<file path="config.mk">
export PLATFORM = sky130hd
export DESIGN_NAME = bp_row_processor
export DESIGN_NICKNAME = d
export VERILOG_FILES = /design/src/rtl/bp_pkg.sv /design/src/rtl/bp_abs_sat.sv /design/src/rtl/bp_row_processor.sv
export SDC_FILE = /design/constraint.sdc
export NUM_CORES = 1
export LEC_CHECK = 0
export CELL_PAD_IN_SITES_DETAIL_PLACEMENT = 0
export CELL_PAD_IN_SITES_GLOBAL_PLACEMENT = 2
export CORE_ASPECT_RATIO = 1.1
export CORE_MARGIN = 3
export CORE_UTILIZATION = 33
export CTS_BUF_LIST = sky130_fd_sc_hd__clkbuf_4
export DETAILED_ROUTE_END_ITERATION = 12
export GPL_TIMING_DRIVEN = 0
export PLACE_DENSITY = 0.9
export REMOVE_ABC_BUFFERS = 1
export SYNTH_ARGS = -nofsm -noshare
export SYNTH_HDL_FRONTEND = slang
export SYNTH_SLANG_ARGS = --single-unit
</file>
<file path="constraint.sdc">
create_clock -name clk -period 5.8 [get_ports clk]
set_clock_uncertainty 0.2 [all_clocks]
set_input_delay 1.74 -clock clk [delete_from_list [all_inputs] [get_ports clk]]
set_output_delay 1.74 -clock clk [all_outputs]
set_load 0.02 [all_outputs]
</file>
<file path="src/rtl/bp_pkg.sv">
// Shared definitions for the LDPC belief-propagation decoder.
package bp_pkg;

    localparam int DEF_N_COLS = 6;
    localparam int DEF_LLR_W  = 8;
    localparam int SAT_MAX    = 2 ** (DEF_LLR_W - 1) - 1;
    localparam int COL_W      = $clog2(DEF_N_COLS);

    typedef enum logic [1:0] {
        IDLE,
        SCAN,
        WRITE
    } row_state_t;

endpackage

</file>
<file path="src/rtl/bp_abs_sat.sv">
// Splits a signed LLR into its sign bit and a magnitude saturated to 2^(W-1)-1.
module bp_abs_sat #(
    parameter int W = 8
) (
    input  logic [W-1:0] llr,
    output logic         sign,
    output logic [W-1:0] mag
);

    localparam logic [W-1:0] MAG_MAX = {1'b0, {(W-1){1'b1}}};
    localparam logic [W-1:0] NEG_MIN = {1'b1, {(W-1){1'b0}}};

    always_comb begin
        sign = llr[W-1];
        if (!llr[W-1])
            mag = llr;
        else if (llr == NEG_MIN)
            mag = MAG_MAX;
        else
            mag = -llr;
    end

endmodule

</file>
<file path="src/rtl/bp_row_processor.sv">
// Min-sum check-node update for one H-matrix row: serial scan of LLRs, then serial message write.
module bp_row_processor
    import bp_pkg::*;
#(
    parameter int N_COLS = DEF_N_COLS,
    parameter int LLR_W  = DEF_LLR_W
) (
    input  logic                    clk,
    input  logic                    rst_n,
    input  logic                    start,
    input  logic [N_COLS-1:0]       row_mask,
    input  logic [N_COLS*LLR_W-1:0] llr_in,
    output logic [N_COLS*LLR_W-1:0] msg_out,
    output logic                    done,
    output logic                    busy
);

    localparam int CW = (N_COLS > 1) ? $clog2(N_COLS) : 1;
    localparam logic [CW-1:0]    LAST_COL = CW'(N_COLS - 1);
    localparam logic [LLR_W-1:0] MAG_MAX  = {1'b0, {(LLR_W-1){1'b1}}};

    row_state_t state, state_next;

    logic [CW-1:0]           col;
    logic [N_COLS-1:0]       mask_q;
    logic [N_COLS*LLR_W-1:0] llr_q;
    logic [N_COLS*LLR_W-1:0] msg_q;
    logic [LLR_W-1:0]        min1, min2;
    logic [CW-1:0]           idx;
    logic                    sgn;
    logic                    done_q;

    logic [LLR_W-1:0] cur_llr, cur_mag, wr_mag, wr_val;
    logic             cur_sign, last_col;

    assign cur_llr  = llr_q[int'(col)*LLR_W +: LLR_W];
    assign last_col = (col == LAST_COL);

    bp_abs_sat #(.W(LLR_W)) u_abs_sat (
        .llr  (cur_llr),
        .sign (cur_sign),
        .mag  (cur_mag)
    );

    always_ff @(posedge clk) begin
        if (!rst_n)
            state <= IDLE;
        else
            state <= state_next;
    end

    always_comb begin
        state_next = state;
        busy       = (state != IDLE);
        unique case (state)
            IDLE:  if (start)    state_next = SCAN;
            SCAN:  if (last_col) state_next = WRITE;
            WRITE: if (last_col) state_next = IDLE;
            default:             state_next = IDLE;
        endcase
    end

    // The column holding the row minimum receives the second minimum; all others get the minimum.
    always_comb begin
        wr_mag = (col == idx) ? min2 : min1;
        wr_val = (sgn ^ cur_sign) ? -wr_mag : wr_mag;
    end

    always_ff @(posedge clk) begin
        if (!rst_n) begin
            col    <= '0;
            mask_q <= '0;
            llr_q  <= '0;
            msg_q  <= '0;
            min1   <= '0;
            min2   <= '0;
            idx    <= '0;
            sgn    <= 1'b0;
            done_q <= 1'b0;
        end else begin
            unique case (state)
                IDLE: begin
                    if (start) begin
                        mask_q <= row_mask;
                        llr_q  <= llr_in;
                        msg_q  <= '0;
                        done_q <= 1'b0;
                        col    <= '0;
                        min1   <= MAG_MAX;
                        min2   <= MAG_MAX;
                        idx    <= '0;
                        sgn    <= 1'b0;
                    end
                end
                SCAN: begin
                    if (mask_q[col]) begin
                        if (cur_mag < min1) begin
                            min2 <= min1;
                            min1 <= cur_mag;
                            idx  <= col;
                        end else if (cur_mag < min2) begin
                            min2 <= cur_mag;
                        end
                        sgn <= sgn ^ cur_sign;
                    end
                    col <= last_col ? '0 : col + CW'(1);
                end
                WRITE: begin
                    msg_q[int'(col)*LLR_W +: LLR_W] <= mask_q[col] ? wr_val : '0;
                    col <= last_col ? '0 : col + CW'(1);
                    if (last_col)
                        done_q <= 1'b1;
                end
                default: ;
            endcase
        end
    end

    assign msg_out = msg_q;
    assign done    = done_q;

endmodule

</file>
== Word-level counts from Yosys, hierarchy flattened ==
Cells that the tools add are included.
Word-level totals
  output and inout bits: 50
  register bits after elaboration: 128
  input port bits: 57
Operators by class
  order comparisons: 3
  add/subtract/negate cells: 4
  reductions and logical operators: 14
  muxes and demuxes: 33
  bitwise logic cells: 1
  shift-type cells: 3
  eq/ne operators: 11
Operators with widths (number)
  48-bit case mux with 2 select lines: 1
  8-bit two-way mux: 11
  48-bit bitwise mux: 1
  48-bit two-way mux: 1
  8-bit by 33-bit variable shift with 48-bit output, first input constant: 1
  48-bit by 7-bit indexed part select with 8-bit output: 1
  8-bit by 33-bit indexed part select with 48-bit output: 1
  6-bit negation with 33-bit output: 1
  8-bit case mux with 2 select lines: 2
  8-bit less-than comparator: 2
  8-bit negation: 2
  3-bit two-way mux: 4
  3-bit case mux with 2 select lines: 2
  2-bit inequality test, second input constant: 5
  3-bit AND reduction: 3
  8-bit == test, second input constant: 1
  4-bit AND reduction: 2
  2-bit nonzero test: 4
  2-bit two-way mux: 3
  2-bit case mux with 3 select lines: 1
  2-bit AND reduction: 3
  3-bit by 4-bit less-than comparator with 1-bit output, second input constant: 1
  1-bit two-way mux: 4
  1-bit case mux with 2 select lines: 2
  other kinds (10): 10

== Depth between registers and ports, before layout ==
  word-level depth: 9
  depth in mapped cells: 20
  gate-level depth less buffers: 16

== Cells and area by module ==
From an unflattened synthesis, not the netlist that was laid out.
Second synthesis, totals
  cells, all modules: 732
  area, all modules: 6214.7 µm²
By module, submodules not included
  bp_row_processor: seq. area each 2562.5 µm², times used 1, cells each 697, area each 5999.5 µm²
  bp_abs_sat: seq. area each 0.0 µm², times used 1, cells each 35, area each 215.2 µm²

== Least setup slack after synthesis ==
Ideal clock, no wire load.
  kind: reg-to-reg
  start: register col[1]
  end: register min1[1]
  stages on the path, launching flop included: 19
  arrival: 4.175 ns
  path slack: 1.306 ns
  library setup time: 0.119 ns
  required time: 5.481 ns
  path buffers: 4
  path through: dfxtp_1 > buf_6 > buf_8 > buf_6 > mux2_2 > a21oi_1 > ha_1 > o21ai_0 > nor4_4 > a211oi_1 > a21oi_1 > ha_1 > nand2_1 > o21ai_0 > nor4b_2 > a31oi_4 > or2_4 > buf_8 > o221a_1
Between the ends
  word-level cells in the longest chain between the ends: 7
  elaborated cells on any way between the ends: 14
RTL lines
  start, declared: line bp_row_processor.sv:24  | logic [CW-1:0] col;
  start signal, assigned: line bp_row_processor.sv:106  | col <= last_col ? '0 : col + CW'(1);
  start signal, assigned: line bp_row_processor.sv:110  | col <= last_col ? '0 : col + CW'(1);
  48-bit by 7-bit indexed part select with 8-bit output: line bp_row_processor.sv:36  | assign cur_llr = llr_q[int'(col)*LLR_W +: LLR_W];
  8-bit negation or 8-bit == test (tied branches): line bp_abs_sat.sv:20, bp_abs_sat.sv:17
  8-bit two-way mux: line bp_abs_sat.sv:17  | else if (llr == NEG_MIN)
  8-bit two-way mux: line bp_abs_sat.sv:15  | if (!llr[W-1])
  8-bit less-than comparator or 8-bit two-way mux (tied branches): line bp_row_processor.sv:97  | if (cur_mag < min1) begin
  2-bit inequality test (no line) or 8-bit two-way mux (tied branches)
  4-bit AND reduction (no line) or 8-bit case mux with 2 select lines (tied branches)
  end signal, assigned: line bp_row_processor.sv:99  | min1 <= cur_mag;
  end, declared: line bp_row_processor.sv:28  | logic [LLR_W-1:0] min1, min2;
Parallel ways exist; a longest one is shown, timed or not. The select of a mux whose other input is x is not followed.
A chain may end at the register's enable or synchronous reset.

== Worst setup path after layout ==
  start: register col[0]
  end: register min2[1]
Between the ends
  word-level cells in the longest chain between the ends: 8
  elaborated cells on any way between the ends: 16
RTL lines
  48-bit by 7-bit indexed part select with 8-bit output: line bp_row_processor.sv:36
  8-bit negation or 8-bit == test (tied branches): line bp_abs_sat.sv:20, bp_abs_sat.sv:17
  8-bit two-way mux: line bp_abs_sat.sv:17
  8-bit two-way mux: line bp_abs_sat.sv:15
  8-bit less-than comparator or 8-bit two-way mux (tied branches): line bp_row_processor.sv:97, bp_row_processor.sv:101
  8-bit two-way mux: line bp_row_processor.sv:97
  8-bit two-way mux: line bp_row_processor.sv:96  | if (mask_q[col]) begin
  8-bit case mux with 2 select lines: line bp_row_processor.sv:81  | unique case (state)
  end signal, assigned: line bp_row_processor.sv:98  | min2 <= min1;
  end signal, assigned: line bp_row_processor.sv:102  | min2 <= cur_mag;
  end, declared: line bp_row_processor.sv:28
Parallel ways exist; a longest one is shown, timed or not. The select of a mux whose other input is x is not followed.

==> qor.yml <==
status:
  status: "complete, no violations"
grt:
  grt_pass1_vias: 5368
  use_met2_pct: 26.94
  grt_pass1_wl_um: 28460
  grt_util_met1_pct: 22.14
  grt_usage_pct: 16.45
  antenna_found_initial: 0
  grt_max_degree: 64
  grt-ovfl-total: 0
  grt_use_met3_pct: 3.264
  busiest_layer: "met2"
finish:
  area_growth_syn_to_layout_pct: 23.22
  final_core_util_pct: 42.31
  drive_gt1_share_pct: 8.726
  nets: 939
  fin_cells: 1114
  nFillCells: 1992
  fin_area_um2: 7928
  antennaDiodeCount: 0
clocking:
  clock_latency_ps: 560
  cts_num_sinks: 128
  cts_root_buffer: "clkbuf_4"
  ctsHoldBuffers: 0
  h-tree-depth: 4
  clkTransAtPathRegs_ps: 110
  cts_buffer_depth: 2
  cts_buffers: 17
  tritoncts: "done"
power:
  switchingPower_mw: 1.004
  sw_frac_of_total_pct: 39.48
  clkPwrFrac_pct: 22.4
  pwr-share-seq_pct: 40.6
  combPwrFrac_pct: 37.0
  fin_total_pwr_mw: 2.542
  p_leak_nw: 2.738
  ir_drop_mv: 0.1475
  p_int_mw: 1.538
  power_density_nw_per_um2: 320.6
setup_path:
  worstSetupStartpointType: "flip-flop"
  slowest_delay_ps: 660
  slowest_stage: "dfxtp_4"
  worstPathMaxFanout: 30
  worstSetupPathType: "reg -> reg"
  critPathArrivalTime_ps: 5700
  reg2reg_slack_ps: 340
  path_cells: "or2_1 -> o22ai_1 -> nor2_4 -> ha_1 -> o21ai_0 -> nor4_4 -> a211oi_1 -> a21oi_1 -> ha_1 -> nand2_1 -> o21ai_0 -> nor4b_2 -> a22o_1 -> a311o_1 -> and2_0 -> a21oi_1"
  cp-end-kind: "flip-flop"
  critPathRequiredTime_ps: 6040
yosys:
  synth_area_leaders: "dfxtp_1 40%, nand2_1 9.8%, a21oi_1 7.1%"
  syn_avg_cell_area_um2: 8.323
  synthFlopType: "dfxtp_1"
  async_flop_share_pct: 0
  seq_area_frac_synth_pct: 39.83
  yosysWarnings: 0
  synth-seq-cells: 128
  synth_cell_types: 79
  synth_top_area_share_pct: 39.83
  syn_area_um2: 6434
  synth_largest_area_cell: "dfxtp_1"
  synth_edf_count: 0
  netlist_instances: 773
timing:
  rsz0062_at_grt: "false"
  setup_slack_ps: 336.0
  fin_crit_sh_pct: 94.21
  period_minus_slack_ps: 5464
  setup_viol: 0
  tightest_slew_ps: 1199
  drv_slew: 0
  max_freq_mhz: 183.0
  finalSetupTns_ps: 0
  slew_headroom_pct: 19.79
  whs_ps: 255.7
  hold_viol: 0
die:
  start_util_pct: 34.33
  die_x_um: 139.1
  rows: 52
  ios: 107
  dieArea_um2: 21210
  die_height_um: 152.4
  coreArea_um2: 18740
min_path:
  worstHoldPathType: "reg -> reg"
placement:
  numPortBuffers: 106
  place_area_um2: 7642
  hpwl_um: 12930
  dp_cells: 1082
  gp_congestion: 0.8138
  dp_slack_ps: -312.6
detailed_routing:
  detail_route.wl_per_cell_um: 15.91
  first_pass_iters: 5
  ant_nets: 0
  viasPerCell: 5.138
  drc_errors: 0
  dr.first_iter.drc_count: 365
  drt_wl_total_um: 17730
  vias: 5724
flow_run:
  max_cap_viol_count: 0
-- area by class of cell --
type                    instances  area (um2)  share of cell area (%)
clock buffers                  18       135.1                   1.705
clock inverters                13       113.9                   1.436
inverters                      25       95.09                   1.199
multi-input cells             577        3555                   44.84
flip-flops and latches        128        2571                   32.43
well taps                     243       304.0                   3.835
repair buffers                110        1154                   14.55
-- worst max-delay path: cells and delay by family (launching register included) --
kind,cells,cell delay (ps)
DFF,1,660
AOI/OAI and AO/OA,8,1750
adders and majority gates,2,600
and+or+nand+nor,6,2110
-- cells by family after synthesis --
family	after synthesis	share of synthesized area, %
AO/OA/AOI/OAI	212	21.65
XOR/XNOR	11	1.731
adder cells (fa/ha/maj)	23	4.473
buffers and inverters	68	5.037
flip-flops	128	39.83
multiplexers	39	6.651
AND/OR/NAND/NOR	292	20.63
-- layer usage --
metal  up-vias  part of all wire [%]
li1       2913                     -
met1      2642                    48
met2       151                    47
met3        18                   4.1
met4         0                   1.3
met5         -                     0
-- cells in the mapped netlist, types with 3 or more instances --
cell and count:
o32ai_2 3, o21ai_1 13, ha_1 23, o22ai_1 4, o221a_1 7, a311o_1 4
and2_1 7, o31ai_1 5, a32o_1 8, o21ai_0 31, xor2_1 4, mux2_2 6
nor2_1 45, a32oi_1 3, or3_1 10, buf_2 4, nand4_1 4, a22oi_1 7
a21oi_1 91, xnor2_1 5, nand2_1 168, buf_6 5, clkbuf_1 25, a31oi_1 6
nand3_1 17, nand2b_1 3, buf_1 6, mux2i_1 29, dfxtp_1 128, a211oi_1 3
nor3_1 13, and3_1 4, inv_1 22, or2_2 3
-- layout by cell type, fill, tap and decap left out, types with 7 or more instances in the layout --
| cell | count |
|---|---|
| nand3_1 | 17 |
| dfxtp_1 | 125 |
| clkbuf_4 | 18 |
| a22oi_1 | 7 |
| ha_1 | 23 |
| o221a_1 | 7 |
| o21ai_1 | 13 |
| mux2i_1 | 29 |
| inv_1 | 22 |
| o21ai_0 | 31 |
| clkdlybuf4s50_1 | 106 |
| nand2_1 | 167 |
| a32o_1 | 8 |
| nor2_1 | 45 |
| nor3_1 | 13 |
| or3_1 | 10 |
| a21oi_1 | 90 |
-- path summary, 6_finish.rpt --
kind,from,to,cells past startpoint
max,col[0]$_SDFFE_PN0P_,min2[1]$_SDFFE_PN0P_,16
min,msg_out[33]$_SDFFE_PN0P_,msg_out[33]$_SDFFE_PN0P_,2
max reg2reg,col[0]$_SDFFE_PN0P_,min2[1]$_SDFFE_PN0P_,16
min reg2reg,msg_out[33]$_SDFFE_PN0P_,msg_out[33]$_SDFFE_PN0P_,2
-- repair_timing --
item                                    4_1_cts  5_1_grt
endpoints found under the setup margin       15        7
gates resized for setup                       2        3
setup buffers                                 0        1
-- sequential cells by signal, indices dropped and copies added, names as in the netlist --
name     flops
col          3
min1         8
done         1
sgn          1
msg_out     48
state        2
llr_q       48
mask_q       6
idx          3
min2         8
-- power groups by stage --
stage	clock (mW)	combinational (mW)	sequential, mW
2_1_floorplan	0	0.664	1.03
6_report	0.568	0.941	1.03
3_3_place_gp	0	0.925	1.05
3_5_place_dp	0	0.939	1.05
4_1_cts	0.585	0.943	1.03
5_1_grt	0.626	1.05	1.05
No activity file was read; power rests on OpenSTA's default activity.
